==> src/rtl/microwave_power_ctrl.sv <==
// Microwave oven power controller: cook timer with a door interlock and a
// tick-based duty cycle that sets the magnetron's average power.
module microwave_power_ctrl #(
  parameter int unsigned TIME_W   = 12,
  parameter int unsigned TICK_DIV = 100,
  parameter int unsigned PWR_W    = 4,
  parameter int unsigned PWR_MAX  = 10
) (
  input  logic              clk,
  input  logic              rst_n,
  input  logic              start,
  input  logic              stop,
  input  logic              clear,
  input  logic              closed_door,
  input  logic              load,
  input  logic [TIME_W-1:0] time_in,
  input  logic [PWR_W-1:0]  power_in,
  output logic              magnetron,
  output logic [TIME_W-1:0] remaining,
  output logic [1:0]        state,
  output logic              done
);

  localparam int unsigned DivW = (TICK_DIV > 1) ? $clog2(TICK_DIV) : 1;
  localparam logic [DivW-1:0]   DivLast   = DivW'(TICK_DIV - 1);
  localparam logic [PWR_W-1:0]  PwrMax    = PWR_W'(PWR_MAX);
  localparam logic [PWR_W-1:0]  PhaseLast = PWR_W'(PWR_MAX - 1);
  localparam logic [TIME_W-1:0] TimeOne   = TIME_W'(1);

  typedef enum logic [1:0] {
    StIdle   = 2'd0,
    StCook   = 2'd1,
    StPaused = 2'd2,
    StDone   = 2'd3
  } state_e;

  state_e            state_q, state_d;
  logic [TIME_W-1:0] rem_q, rem_d;
  logic [PWR_W-1:0]  pwr_q, pwr_d;
  logic [DivW-1:0]   div_q, div_d;
  logic [PWR_W-1:0]  phase_q, phase_d;
  logic              start_q, stop_q, clear_q;
  logic              arm_q;
  logic              done_q, done_d;

  logic              start_e, stop_e, clear_e;
  logic [PWR_W-1:0]  pwr_clamped;

  // arm_q masks the first cycle after reset so a button held through the
  // release is captured as the previous value rather than seen as an edge.
  assign start_e = start & ~start_q & arm_q;
  assign stop_e  = stop  & ~stop_q  & arm_q;
  assign clear_e = clear & ~clear_q & arm_q;

  assign pwr_clamped = (power_in > PwrMax) ? PwrMax : power_in;

  always_comb begin
    state_d = state_q;
    rem_d   = rem_q;
    pwr_d   = pwr_q;
    div_d   = div_q;
    phase_d = phase_q;
    done_d  = 1'b0;

    if (clear_e) begin
      state_d = StIdle;
      rem_d   = '0;
      pwr_d   = PwrMax;
    end else begin
      unique case (state_q)
        StIdle: begin
          if (start_e && closed_door && (rem_q != '0)) begin
            state_d = StCook;
            div_d   = '0;
            phase_d = '0;
          end else if (load) begin
            rem_d = time_in;
            pwr_d = pwr_clamped;
          end
        end
        StCook: begin
          if (stop_e || !closed_door) begin
            state_d = StPaused;
          end else if (div_q == DivLast) begin
            div_d   = '0;
            phase_d = (phase_q == PhaseLast) ? '0 : phase_q + PWR_W'(1);
            if (rem_q <= TimeOne) begin
              rem_d   = '0;
              state_d = StDone;
              done_d  = 1'b1;
            end else begin
              rem_d = rem_q - TimeOne;
            end
          end else begin
            div_d = div_q + DivW'(1);
          end
        end
        StPaused: begin
          if (stop_e) begin
            state_d = StIdle;
            rem_d   = '0;
          end else if (start_e && closed_door && (rem_q != '0)) begin
            state_d = StCook;
            div_d   = '0;
            phase_d = '0;
          end
        end
        StDone: begin
          if (start_e || !closed_door) begin
            state_d = StIdle;
          end else if (load) begin
            state_d = StIdle;
            rem_d   = time_in;
            pwr_d   = pwr_clamped;
          end
        end
        default: state_d = StIdle;
      endcase
    end
  end

  always_ff @(posedge clk or negedge rst_n) begin
    if (!rst_n) begin
      state_q <= StIdle;
      rem_q   <= '0;
      pwr_q   <= PwrMax;
      div_q   <= '0;
      phase_q <= '0;
      start_q <= 1'b0;
      stop_q  <= 1'b0;
      clear_q <= 1'b0;
      arm_q   <= 1'b0;
      done_q  <= 1'b0;
    end else begin
      state_q <= state_d;
      rem_q   <= rem_d;
      pwr_q   <= pwr_d;
      div_q   <= div_d;
      phase_q <= phase_d;
      start_q <= start;
      stop_q  <= stop;
      clear_q <= clear;
      arm_q   <= 1'b1;
      done_q  <= done_d;
    end
  end

  // Combinational so the interlock cuts power in the cycle the door opens.
  assign magnetron = (state_q == StCook) & closed_door & (phase_q < pwr_q);
  assign remaining = rem_q;
  assign state     = state_q;
  assign done      = done_q;

endmodule
==> config.mk <==
export PLATFORM = sky130hd
export DESIGN_NAME = microwave_power_ctrl
export DESIGN_NICKNAME = d
export VERILOG_FILES = /design/src/rtl/microwave_power_ctrl.sv
export SDC_FILE = /design/constraint.sdc
export NUM_CORES = 1
export LEC_CHECK = 0
export ABC_AREA = 1
export CORE_MARGIN = 5
export CORE_UTILIZATION = 47
export DETAILED_ROUTE_END_ITERATION = 10
export DONT_BUFFER_PORTS = 1
export GPL_TIMING_DRIVEN = 1
export PLACE_DENSITY = 0.74
export SLEW_MARGIN = 20
export SYNTH_ARGS = -nofsm -noshare
export SYNTH_HDL_FRONTEND = slang
export SYNTH_SLANG_ARGS = --single-unit
==> constraint.sdc <==
create_clock -name clk -period 1.86 [get_ports clk]
set_input_delay 0.558 -clock clk [delete_from_list [all_inputs] [get_ports clk]]
set_output_delay 0.558 -clock clk [all_outputs]
set_load 0.005 [all_outputs]
==> impl_metrics.toml, run 1 <==
[run_status]
status = "finished with violations"
violations = "negative setup slack"

[worst_hold_path]
min_path_type = "input pin to async pin"

[worst_setup_path]
worstPathArrival_ps = 1650
critPathLaunch = "pwr_q[1]$_DFFE_PN1P_"
r2r-start = "remaining[0]$_DFFE_PN0P_"
crit_type = "register to output port"
cp_max_fo = 2
endpoint_kind = "output port"
start_kind = "register"
crit_required_ps = 1300

[routing]
drt_pre_antenna_iters = 4
drtAntennaViolNets = 0
wl_per_cell_um = 13.01
routed-wl-met3_um = 299
vias_per_cell = 5.049
met1_length_um = 2512
drc = 0
vias = 2156
top_layer = "met4"
totalWireLength_um = 5554
wl_met2_um = 2676
drtIter0Drc = 102

[timing]
finClkSkew_ps = 10.13
post-route-period-util_pct = 118.6
fmax_ghz = 0.4535
hold_viol_final = 0
setup_viol = 1
period_needed_ps = 2205
fin_ws_ps = -345.2
setup_tns_ps = -345.2
maxSlewViolCount = 0
rsz0062_at_grt = "yes"

[logic_synthesis]
ys_seq_elements = 34
synth_top_area_share_pct = 32.90
avgSynthCellArea_um2 = 7.200
synth_top_area_cell = "dfrtp_1"
async_flop_share_pct = 100.0
yosysWarnings = 0
synthesis.nets = 374
ys_types = 37
synthTopCellsByArea = "dfrtp_1, nand2_1, ha_1, nor2_1, inv_1"
yosysSeqAreaShare_pct = 35.06
syn_area_mm2 = 0.002434
synth-edff-count = 0
synth-main-ff-cell = "dfrtp_1"
synth_cells = 338

[power_and_ir_drop]
powerDensity_mw_per_mm2 = 1535
swShare_pct = 47.88
clockPowerShare_pct = 13.6
p_sw_mw = 2.017
vdd_ir_drop_max_mv = 0.8727
combPwrFrac_pct = 56.9
p_int_mw = 2.195
p_leak_nw = 1.417
p_seq_share_pct = 29.5

[clock_tree]
path_clk_slew_ps = 80
clkSinkCount = 34
insertion_delay_ps = 290
clockBufferDepth = 2
cts_root_buf = "clkbuf_8"
cts_tree = "done"
htree_num_levels = 2
cts_buffers = 5

[die]
die_x_um = 81.96
placementRows = 26
die_area_mm2 = 0.006717
start_util_pct = 47.95
die_h_um = 81.96
io_pins = 39
fp.coreArea_mm2 = 0.005075

[global_routing]
grt_use_total_pct = 17.98
grt_pass1_vias = 1996
grt_pass1_wl_um = 9177
grt_max_degree = 33
antenna_found_initial = 0
grt-ovfl-total = 0

[cells_and_area]
diodes = 0
drive_gt1_share_pct = 14.85
areaGrowthSynthToFinish_pct = 12.75
final_util_pct = 54.07
final_area_mm2 = 0.002744
final_cell_mix = "nand2_1, nor2_1, dfrtp_1, inv_1, nand3_1"
nNetsFinal = 392
stdcell_count = 427
layout_commonest_cell = "nand2_1"

[placed_design]
place_area_mm2 = 0.002592
io_buffers = 0
dp.cells = 417
gp_congestion = 0.9013
preCtsSetupSlack_ps = -89.49
place_hpwl_um = 4109

[flow_run]
max_cap_violations = 0
## critical path: stages (launching register included)
cell and delay [ps]:
dfstp_2 530, inv_2 40, ha_1 270, a21boi_1 120, o211ai_1 160, nand2_1 90, nor3_2 160
## final cells by class
class | instances | area, um^2
Tap cell | 70 | 87.58
Inverter | 36 | 135.1
Multi-Input combinational cell | 265 | 1446
Fill cell | 504 | 2331
Clock inverter | 1 | 5.005
Clock buffer | 7 | 86.33
Timing Repair Buffer | 14 | 130.1
Sequential cell | 34 | 853.3
## layer usage
metal | up-vias | GRT usage (%)
li1 | 1112 | -
met1 | 993 | 22.28
met2 | 45 | 30.45
met3 | 6 | 4.605
met4 | 0 | 5.648
met5 | - | 0
## state kept, by name, summed over array words and instances, names as in the netlist
register,count
arm_q,1
clear_q,1
pwr_q,4
state,2
div_q,7
stop_q,1
done,1
remaining,12
start_q,1
phase_q,4
## path summary, 6_finish.rpt
check	to	slack [ps]	cells after the start
max reg2reg	remaining[11]$_DFFE_PN0P_	140	11
min reg2reg	pwr_q[2]$_DFFE_PN0P_	500	2
max	magnetron	-350	6
max in group asynchronous	div_q[3]$_DFFE_PN0P_	1580	1
min in group clk	start_q$_DFF_PN0_	300	0
min	remaining[1]$_DFFE_PN0P_	100	1
## cell usage after synthesis, types with 3 or more instances
master	n
nand4_1	5
o21ai_0	14
ha_1	13
inv_1	33
xor2_1	3
nand3_1	24
xnor2_1	3
nand3_2	4
dfrtp_1	32
nand2_4	4
o21ai_1	10
inv_2	3
nor2_4	3
nor2_1	35
or2_2	3
nor3_1	3
a21oi_1	4
nand2_1	115
## stage by stage
stage,hold WS (ps),power (mW)
finish,96.11,4.212
floorplan,262.4,2.923
CTS,96.30,4.109
detailed placement,263.3,3.498
global route,85.16,4.611
global placement,263.4,3.429
## power groups by stage
stage	sequential, mW	combinational, mW	clock, mW
2_1_floorplan	1.22	1.70	0
3_3_place_gp	1.24	2.19	0
3_5_place_dp	1.25	2.24	0
4_1_cts	1.24	2.29	0.583
5_1_grt	1.27	2.71	0.626
6_report	1.24	2.40	0.571
## cells by family after synthesis
logic type / Yosys count / synth area share, %
and+or+nand+nor: 211 / 41.90
buffers and inverters: 39 / 6.324
DFF: 34 / 35.06
AOI/OAI and AO/OA: 33 / 7.301
adders and majority gates: 13 / 6.684
xor gates and xnor gates: 6 / 2.160
other: 1 / 0.1541
muxes: 1 / 0.4113
## timing repair
item	4_1_cts	5_1_grt
buffers inserted	0	1
pin swaps	0	1
hold buffers	1	0
endpoints found under the hold margin	32	0
endpoints found under the setup margin	1	15
resized for setup	2	4
Note: power is estimated with default switching activity, not from simulation.
==> run 2: changes to the inputs <==
--- a/config.mk
+++ b/config.mk
@@ -12,7 +12,6 @@
 export DONT_BUFFER_PORTS = 1
 export GPL_TIMING_DRIVEN = 1
 export PLACE_DENSITY = 0.74
-export SLEW_MARGIN = 20
 export SYNTH_ARGS = -nofsm -noshare
 export SYNTH_HDL_FRONTEND = slang
 export SYNTH_SLANG_ARGS = --single-unit
==> results of run 2 <==
Final layout, timing and power as in run 1 (identical DEF).
==> run 3: changes to the inputs <==
--- a/config.mk
+++ b/config.mk
@@ -11,7 +11,7 @@
 export DETAILED_ROUTE_END_ITERATION = 10
 export DONT_BUFFER_PORTS = 1
 export GPL_TIMING_DRIVEN = 1
-export PLACE_DENSITY = 0.74
+export PLACE_DENSITY = 0.66
 export SYNTH_ARGS = -nofsm -noshare
 export SYNTH_HDL_FRONTEND = slang
 export SYNTH_SLANG_ARGS = --single-unit
==> impl_metrics.toml, run 3 (same netlist as run 1, synthesis figures left out) <==
[run_status]
status = "finished with violations"
violations = "negative setup slack"

[clock_tree]
htree_num_levels = 2
cts_root_buf = "clkbuf_8"
clkSinkCount = 34
cts_tree = "done"
path_clk_slew_ps = 70
cts_buffers = 5
clockBufferDepth = 2
insertion_delay_ps = 280

[die]
die_area_mm2 = 0.006717
start_util_pct = 47.95
io_pins = 39
die_x_um = 81.96
fp.coreArea_mm2 = 0.005075
die_h_um = 81.96
placementRows = 26

[worst_setup_path]
crit_required_ps = 1300
start_kind = "register"
worstPathArrival_ps = 1630
crit_type = "register to output port"
endpoint_kind = "output port"
r2r_setup_slack_ps = -30
r2r-end = "pwr_q[1]$_DFFE_PN1P_"
critPathCapture = "magnetron"
critPathLaunch = "pwr_q[1]$_DFFE_PN1P_"
cp_max_fo = 2
r2r-start = "pwr_q[1]$_DFFE_PN1P_"
reg2reg_depth = 13

[placed_design]
gp_congestion = 0.8803
place_hpwl_um = 4308
dp.cells = 419
io_buffers = 0

[cells_and_area]
stdcell_count = 439
areaGrowthSynthToFinish_pct = 19.18
multi_input_area_mm2 = 0.001471
nNetsFinal = 404
largest_register_ffs = 12
num-fill-cells = 504
final_cell_mix = "nand2_1, nor2_1, dfrtp_1, inv_1, nand3_1"
final_util_pct = 57.15
drive_gt1_share_pct = 19.24
register_area_um2 = 853.3
layout_commonest_cell = "nand2_1"
diodes = 0

[global_routing]
grt_pass1_vias = 2206
grt_pass1_wl_um = 10340
grt-ovfl-total = 0
grt_max_degree = 33
grt_use_total_pct = 20.15
antenna_found_initial = 0

[routing]
drtAntennaViolNets = 0
totalWireLength_um = 6027
drtIter0Drc = 98
drt_pre_antenna_iters = 4
wl_per_cell_um = 13.73
drc = 0
vias = 2237
vias_per_cell = 5.096

[timing]
maxSlewViolCount = 0
fin_ws_ps = -329.9
period_needed_ps = 2190
setup_tns_ps = -359.8
rsz0062_at_grt = "yes"
setup_viol = 2
finClkSkew_ps = 5.622
post-route-period-util_pct = 117.7
hold_viol_final = 0
fmax_ghz = 0.4566

[power_and_ir_drop]
powerDensity_mw_per_mm2 = 1562
vdd_ir_drop_max_mv = 0.7165
p_leak_nw = 1.485

[worst_hold_path]
min_path_type = "input pin to async pin"

[flow_run]
max_cap_violations = 0
==> run 3: cell types whose count changed in the layout (fill, tap and decap cells not counted), sizes merged <==
cell	previous run	this run
inv	36	35
buf	14	26
clkinvlp	0	1
==> run 3: worst min path at each step <==
stage / from / to / cells after the start
6_report: rst_n / remaining[10]$_DFFE_PN0P_ / 1
5_1_grt: rst_n / pwr_q[3]$_DFFE_PN1P_ / 0
4_1_cts: rst_n / pwr_q[3]$_DFFE_PN1P_ / 0
3_5_place_dp: rst_n / remaining[3]$_DFFE_PN0P_ / 0
3_3_place_gp: rst_n / remaining[3]$_DFFE_PN0P_ / 0
2_1_floorplan: rst_n / arm_q$_DFF_PN0_ / 0
==> run 3: metrics by stage <==
stage	cell area (um^2)	hold WS, ps	worst slack [ps]	total power [mW]
after global placement	2620	263.2	-74.76	3.560
after detailed placement	2620	263.4	-100.1	3.628
after floorplan	2434	262.4	13.27	2.923
final	2900	101.7	-329.9	4.530
after global routing	2900	87.70	-421.7	4.991
after CTS	2877	98.05	-364.2	4.468
==> run 3: per-layer routing <==
layer,global-route usage (%),vias up,wire [um]
met3,5.482,8,350
li1,-,1137,-
met1,24.90,1047,2633
met5,0,-,0
met2,33.84,45,2933
met4,6.645,0,110
==> run 3: worst max-delay path: stages (launching register included) <==
cell and delay, ps:
dfstp_2 540, inv_2 50, ha_4 200, a21boi_2 150, o211ai_1 150, nand2_1 80
nor3_2 180
==> run 3: layout make-up <==
type	count	area share (%)
clock buffer	7	2.977
inverter	36	4.789
timing repair buffer	26	8.887
multi-input combinational	265	50.73
tap	70	3.020
clock inverter	1	0.1726
sequential	34	29.42
==> run 3: where the power goes <==
part | leakage, nW | internal (mW) | switching [mW] | total (mW)
clock | 0.0482 | 0.299 | 0.264 | 0.562
combinational | 1.00 | 1.13 | 1.62 | 2.75
sequential | 0.437 | 0.981 | 0.238 | 1.22
==> run 3: what timing repair did <==
item	4_1_cts	5_1_grt
setup endpoints to repair	1	19
endpoints found under the hold margin	32	0
resized for setup	16	7
setup buffers	12	3
pin swaps	5	4
hold buffers	1	0
